--- config.mk ---
export PLATFORM = sky130hd
export DESIGN_NAME = doc_uart_sender
export DESIGN_NICKNAME = d
export VERILOG_FILES = /design/src/rtl/doc_uart_sender_pkg.sv /design/src/rtl/doc_uart_sender_tx.sv /design/src/rtl/doc_uart_sender.sv
export SDC_FILE = /design/constraint.sdc
export NUM_CORES = 1
export LEC_CHECK = 0
export ABC_CLOCK_PERIOD_IN_PS = 4700
export CORE_MARGIN = 3
export CORE_UTILIZATION = 45
export DETAILED_ROUTE_END_ITERATION = 12
export PLACE_DENSITY = 0.74
export RECOVER_POWER = 25
export SETUP_SLACK_MARGIN = 0.02
export SLEW_MARGIN = 40
export SYNTH_ARGS = -nofsm -noshare
export SYNTH_HDL_FRONTEND = slang
export SYNTH_SLANG_ARGS = --single-unit
--- constraint.sdc ---
create_clock -name clk -period 4.7 [get_ports clk]
set_clock_uncertainty 0.2 [all_clocks]
set_input_delay 0.94 -clock clk [delete_from_list [all_inputs] [get_ports clk]]
set_output_delay 0.94 -clock clk [all_outputs]
set_load 0.05 [all_outputs]
--- src/rtl/doc_uart_sender_pkg.sv ---
// Shared constants and FSM encodings for the document UART dump path.
package doc_uart_sender_pkg;

    localparam logic [7:0] UART_CR    = 8'h0D;
    localparam logic [7:0] UART_LF    = 8'h0A;
    localparam logic [7:0] UART_SPACE = 8'h20;

    localparam int unsigned TEXT_ROWS = 15;
    localparam int unsigned TEXT_COLS = 20;

    typedef enum logic [2:0] {
        ST_IDLE,
        ST_FETCH,
        ST_LATCH,
        ST_CR,
        ST_LF,
        ST_SEND,
        ST_WAIT,
        ST_CLEAR
    } state_t;

    // What the byte in flight was, so the wait state knows where to go next.
    typedef enum logic [1:0] {
        KIND_DATA,
        KIND_CR,
        KIND_LF
    } byte_kind_t;

endpackage

--- src/rtl/doc_uart_sender_tx.sv ---
// 8N1 byte transmitter: one load pulse starts a frame, done marks the last stop-bit cycle.
module uart_tx_byte #(
    parameter int unsigned CLKS_PER_BIT = 217
) (
    input  logic       clk,
    input  logic       rst,
    input  logic       load,
    input  logic [7:0] data,
    output logic       tx,
    output logic       done
);

    localparam logic [7:0] BAUD_LAST = 8'(CLKS_PER_BIT - 1);
    localparam logic [3:0] STOP_IDX  = 4'd9;

    logic       active;
    logic [7:0] baud_cnt;
    logic [3:0] bit_idx;
    logic [7:0] shift;
    logic       bit_end;

    assign bit_end = active && (baud_cnt == BAUD_LAST);
    assign done    = bit_end && (bit_idx == STOP_IDX);

    always_ff @(posedge clk or negedge rst) begin
        if (!rst) begin
            active   <= 1'b0;
            baud_cnt <= '0;
            bit_idx  <= '0;
            shift    <= '0;
            tx       <= 1'b1;
        end else if (!active) begin
            if (load) begin
                active   <= 1'b1;
                tx       <= 1'b0;
                shift    <= data;
                baud_cnt <= '0;
                bit_idx  <= '0;
            end
        end else if (bit_end) begin
            baud_cnt <= '0;
            if (bit_idx == STOP_IDX) begin
                active  <= 1'b0;
                bit_idx <= '0;
            end else begin
                // Indices 0..7 hand out data bits LSB first; leaving index 8 drives the stop bit.
                bit_idx <= bit_idx + 4'd1;
                tx      <= (bit_idx < 4'd8) ? shift[0] : 1'b1;
                shift   <= {1'b1, shift[7:1]};
            end
        end else begin
            baud_cnt <= baud_cnt + 8'd1;
        end
    end

endmodule

--- src/rtl/doc_uart_sender.sv ---
// Streams the whole text document over UART row by row with CR LF, then pulses clear_data.
module doc_uart_sender
    import doc_uart_sender_pkg::*;
#(
    parameter int unsigned CLK_FREQ = 25_000_000,
    parameter int unsigned BAUD     = 115200,
    parameter int unsigned ROWS     = TEXT_ROWS,
    parameter int unsigned COLS     = TEXT_COLS
) (
    input  logic       clk,
    input  logic       rst,
    input  logic       send_start,
    output logic       read_enable,
    output logic [9:0] read_addr,
    input  logic [7:0] read_data,
    output logic       clear_data,
    output logic       busy,
    output logic       tx
);

    localparam int unsigned CLKS_PER_BIT = CLK_FREQ / BAUD;
    localparam logic [3:0]  LAST_ROW     = 4'(ROWS - 1);
    localparam logic [4:0]  LAST_COL     = 5'(COLS - 1);

    state_t     state, state_next;
    byte_kind_t kind;
    logic [3:0] row;
    logic [4:0] col;
    logic [7:0] tx_byte;
    logic       load;
    logic       tx_done;

    uart_tx_byte #(.CLKS_PER_BIT(CLKS_PER_BIT)) u_tx (
        .clk  (clk),
        .rst  (rst),
        .load (load),
        .data (tx_byte),
        .tx   (tx),
        .done (tx_done)
    );

    always_ff @(posedge clk or negedge rst) begin
        if (!rst) state <= ST_IDLE;
        else      state <= state_next;
    end

    always_comb begin
        state_next = state;
        load       = 1'b0;
        case (state)
            ST_IDLE:  if (send_start) state_next = ST_FETCH;
            ST_FETCH: state_next = ST_LATCH;
            ST_LATCH: state_next = ST_SEND;
            ST_CR:    state_next = ST_SEND;
            ST_LF:    state_next = ST_SEND;
            ST_SEND: begin
                load       = 1'b1;
                state_next = ST_WAIT;
            end
            ST_WAIT: begin
                if (tx_done) begin
                    case (kind)
                        KIND_DATA: state_next = (col == LAST_COL) ? ST_CR : ST_FETCH;
                        KIND_CR:   state_next = ST_LF;
                        default:   state_next = (row == LAST_ROW) ? ST_CLEAR : ST_FETCH;
                    endcase
                end
            end
            ST_CLEAR: state_next = ST_IDLE;
            default:  state_next = ST_IDLE;
        endcase
    end

    // CR/LF are staged through tx_byte like data so every byte shares the SEND/WAIT pair.
    always_ff @(posedge clk or negedge rst) begin
        if (!rst) begin
            row     <= '0;
            col     <= '0;
            tx_byte <= '0;
            kind    <= KIND_DATA;
        end else begin
            case (state)
                ST_IDLE: if (send_start) begin
                    row <= '0;
                    col <= '0;
                end
                ST_LATCH: begin
                    tx_byte <= (read_data == 8'h00) ? UART_SPACE : read_data;
                    kind    <= KIND_DATA;
                end
                ST_CR: begin
                    tx_byte <= UART_CR;
                    kind    <= KIND_CR;
                end
                ST_LF: begin
                    tx_byte <= UART_LF;
                    kind    <= KIND_LF;
                end
                ST_WAIT: if (tx_done) begin
                    if (kind == KIND_DATA && col != LAST_COL) begin
                        col <= col + 5'd1;
                    end else if (kind == KIND_LF && row != LAST_ROW) begin
                        row <= row + 4'd1;
                        col <= '0;
                    end
                end
                default: ;
            endcase
        end
    end

    assign read_enable = (state != ST_IDLE);
    assign busy        = (state != ST_IDLE);
    assign clear_data  = (state == ST_CLEAR);
    assign read_addr   = {1'b0, row, col};

endmodule

==> out/qor_table.md <==
| Quantity | Value |
| --- | --- |
| Worst min path class | reg -> reg |
| Clock share of power | 40.0% |
| Post-CTS Repair Setup Buffers | 0 |
| Fmax | 271 MHz |
| Worst r2r path cells | 6 |
| Final RePlAce weighted congestion | 0.794 |
| Post-layout worst setup margin | 1.01 ns |
| Max_cap viols | 1 |
| Static Leakage | 1.18 nW |
| Share of the synthesized area in the top cell type | 43.3% |
| Vias per inst | 5.80 |
| Skew-Pair Late Insertion Delay | 0.30 ns |
| Number of antenna violations at the first check in global routing | 0 |
| Post-route fraction of the period consumed by the critical path | 78.5% |
| Count of endpoints failing hold in the final timing report | 0 |
| Area enclosed by the die boundary | 0.00645 mm² |
| Leading area contributor after synthesis | sky130_fd_sc_hd__dfrtp_1 |
| Vias | 1953 |
| All-Layer GR Usage | 17.2% |
| Critical setup path kind | reg -> out |
| Post-synthesis cell type count | 58 |
| Number of standard-cell rows in the floorplan | 26 |
| Cell types with the largest area share after synthesis | sky130_fd_sc_hd__dfrtp_1, sky130_fd_sc_hd__mux2_2, sky130_fd_sc_hd__o21ai_0 |
| Post-synthesis net count | 267 |
| Prevailing post-synth register cell | sky130_fd_sc_hd__dfrtp_1 |
| Startpoint of the worst-slack reg-to-reg timing path | u_tx.baud_cnt[0]$_DFFE_PN0P_ |
| Startpoint Class | register |
| Number of global-route vias before repair | 1880 |
| CTS tree | yes |
| CTS max path bufs | 2 |
| Cell internal power dissipation | 0.562 mW |
| Proportion of layout cells with a drive suffix above 1 | 13.1% |
| Cell at the slowest stage of the critical path | sky130_fd_sc_hd__clkdlybuf4s50_1 |
| Post-DP HPWL | 3620 µm |
| Die width | 80.3 µm |
| Number of cells traversed by the worst hold path | 2 |
| Combinational Power Share | 5.4% |
| Cell chosen for the clock root | sky130_fd_sc_hd__clkbuf_8 |
| End of the worst register-to-register path | row[1]$_DFFE_PN0P_ |
| Placeable core region | 0.00524 mm² |
| Number of warnings reported in the yosys synthesis log | 0 |
| Pin slew with the least headroom to its limit | 2.31 ns |
| Clock period minus final worst setup slack | 3.69 ns |
| Summed instance area of the synthesized netlist | 0.00249 mm² |
| Number of setup violations in the final report | 0 |
| Initial DRT Pass Iterations | 4 |
| Remaining design rule violation count | 0 |
| Signal arrival time at the worst endpoint | 2.55 ns |
| Synthesized instance count | 249 |
| Grt total ovfl | 0 |
| Total buffers and inverters traversed by the critical path | 2 |
| Tightest hold margin | 0.277 ns |
| Net switching power | 0.157 mW |
| Areal power density over the cells | 253 mW/mm² |
| Antenna viol nets, final | 0 |
| Launch instance of the worst min-delay path | u_tx.tx$_DFFE_PN1P_ |
| Max FO, Critical Path | 19 |
| Data required time of the worst path | 3.56 ns |
| Count of hold buffers inserted by post-cts repair | 0 |
| Initial Utilization | 47.5% |
| Number of resized instances in the post-cts repair step | 0 |
| Total negative slack for setup checks | 0 ns |
| H-tree level count | 2 |
| Wire length of the first global-routing pass | 8630 µm |
| Reg-to-reg slack, setup | 2.29 ns |
| Sequence of cells on the critical path | clkinv_1, nand2_1, clkdlybuf4s50_1 |
| Area added between synthesis and finish | 14.5% |
| Relative contribution of sequential cells to total power | 54.6% |
| Number of pins exceeding their max-slew limit in the final report | 45 |
| Post-Place Setup Slack | 1.35 ns |
| Failing checks | max-capacitance violations, max-slew violations |
| Routed length per placed instance | 15.0 µm |
| Iteration-0 DRC Markers | 164 |
| Filler Cell Count | 459 |
| Worst IR drop on VDD | 0.151 mV |
| Normalized max-slew margin | -53.7% |
| Sinks on the clock net | 44 |
| Clock buffer count from CTS | 5 |
| Syn Area/Cell | 9.98 µm² |
| CP top delay family | buffers and inverters |
| RSZ-0062 raised after global routing | false |
| Height of the die | 80.3 µm |
| Total length of routed wires | 5060 µm |
| Pin count of the biggest net entering global routing | 45 |
| Total power of the final layout | 0.719 mW |
| IO Port Bufs | 23 |
| Delay of the slowest critical-path stage | 0.85 ns |
| Clock-pin slew of the registers on the worst-case setup and hold paths | 0.08 ns |
| Number of synthesized register bits | 44 |
| Share of synthesized registers carrying an async set or reset | 100% |
| Top Ports | 25 |
| Outcome | finished with violations |
| Antenna diode count | 0 |
| Count of flip-flops with a built-in enable after synthesis | 0 |
| Sequential element share of the synthesized area | 44.3% |
| Switching share of total power | 21.8% |
| Final Net Count | 284 |
| Critical path capture point type | output pin |
| Worst Hold Path EP | u_tx.tx$_DFFE_PN1P_ |
[sequential cells by signal, indices dropped and copies added, names as in the netlist]
register       count
u_tx.active        1
u_tx.baud_cnt      8
state              3
u_tx.shift         8
u_tx.bit_idx       4
col                5
kind               2
row                4
u_tx.tx            1
tx_byte            8
[logic make-up (layout without fill, tap and decap cells)]
kind of cell	Yosys count	in the layout	share of synthesized area, %
AND/OR/NAND/NOR	79	79	18.5
AO/OA/AOI/OAI	74	74	20.4
flip-flops	44	44	44.3
buffers and inverters	24	42	4.28
multiplexers	17	17	7.75
adder cells (fa/ha/maj)	7	7	3.52
XOR/XNOR	3	3	1.06
other	1	1	0.151
[through the flow]
step                utilization (%)  instance area [µm²]  instances
floorplan                         -                 2490        249
global placement               52.2                 2730        329
CTS                            54.4                 2850        337
finish                         54.3                 2850        337
detailed placement             52.4                 2740        329
global route                   54.3                 2850        337
[tightest hold or removal path, cell delays in order (launching register included)]
cell and delay (ns):
sky130_fd_sc_hd__dfstp_2 0.37, sky130_fd_sc_hd__inv_1 0.04, sky130_fd_sc_hd__mux2i_1 0.06
[metal layers]
metal | up-vias | routed length (µm) | global-route usage, %
li1 | 955 | - | -
met4 | 0 | 69 | 6.59
met3 | 7 | 238 | 3.03
met2 | 44 | 2400 | 26.6
met1 | 947 | 2350 | 23.9
met5 | - | 0 | 0
[how the worst max path moves through the flow]
stage | from | to | slack [ns] | cells after the start
finish | state[1]$_DFFE_PN0P_ | read_enable | 1.01 | 3
CTS | state[1]$_DFFE_PN0P_ | read_enable | 1.01 | 3
global placement | state[1]$_DFFE_PN0P_ | busy | 1.43 | 3
global route | state[1]$_DFFE_PN0P_ | read_enable | 0.82 | 3
floorplan | state[1]$_DFFE_PN0P_ | read_enable | 2.03 | 4
detailed placement | state[1]$_DFFE_PN0P_ | read_enable | 1.35 | 3
[synth_stat cells (all sizes together), types with 5 or more instances]
| library cell | number |
|---|---|
| mux2 | 15 |
| nor3 | 6 |
| buf | 7 |
| a31oi | 9 |
| ha | 7 |
| nand2 | 18 |
| nand3 | 11 |
| nor2 | 14 |
| dfrtp | 43 |
| o21ai | 26 |
| a21oi | 6 |
| and3 | 6 |
| clkbuf | 6 |
| nor4 | 5 |
| inv | 10 |
[power groups by stage]
stage                     combinational (mW)  sequential (mW)  clock [mW]
after floorplan                       0.0186            0.400           0
after global placement                0.0394            0.400           0
after detailed placement              0.0403            0.400           0
after CTS                             0.0404            0.393       0.291
after global routing                  0.0436            0.394       0.310
final                                 0.0389            0.393       0.288
[area by class of cell]
type                    instances  area [µm²]  share of cell area (%)
clock buffers                   6        72.6                    2.55
multi-input cells             181        1280                    45.1
flip-flops and latches         44        1100                    38.7
well taps                      70        87.6                    3.08
repair buffers                 23         224                    7.87
inverters                      11        41.3                    1.45
clock inverters                 2        35.0                    1.23
[layout by cell type (no fill, tap or decap), types with 2 or more instances in the layout]
cell type                         instances
sky130_fd_sc_hd__nand2b_1                 4
sky130_fd_sc_hd__a31oi_1                  8
sky130_fd_sc_hd__and3_1                   6
sky130_fd_sc_hd__clkbuf_1                 2
sky130_fd_sc_hd__nand2_1                 18
sky130_fd_sc_hd__a21oi_1                  6
sky130_fd_sc_hd__nand4_1                  3
sky130_fd_sc_hd__xor2_1                   2
sky130_fd_sc_hd__nor3_1                   6
sky130_fd_sc_hd__inv_1                   10
sky130_fd_sc_hd__mux2i_1                  2
sky130_fd_sc_hd__a21o_1                   4
sky130_fd_sc_hd__nor4_1                   4
sky130_fd_sc_hd__nor3b_1                  2
sky130_fd_sc_hd__a31o_2                   2
sky130_fd_sc_hd__clkbuf_8                 5
sky130_fd_sc_hd__o211ai_1                 3
sky130_fd_sc_hd__o21ai_0                 25
sky130_fd_sc_hd__a22oi_1                  4
sky130_fd_sc_hd__o31ai_1                  2
sky130_fd_sc_hd__or3_1                    2
sky130_fd_sc_hd__ha_1                     7
sky130_fd_sc_hd__o41a_1                   2
sky130_fd_sc_hd__o22ai_1                  3
sky130_fd_sc_hd__mux2_2                  14
sky130_fd_sc_hd__nor2_1                  14
sky130_fd_sc_hd__clkdlybuf4s50_1         22
sky130_fd_sc_hd__nand3_1                 10
sky130_fd_sc_hd__dfrtp_1                 43
Power figures use the tool's default switching activity.
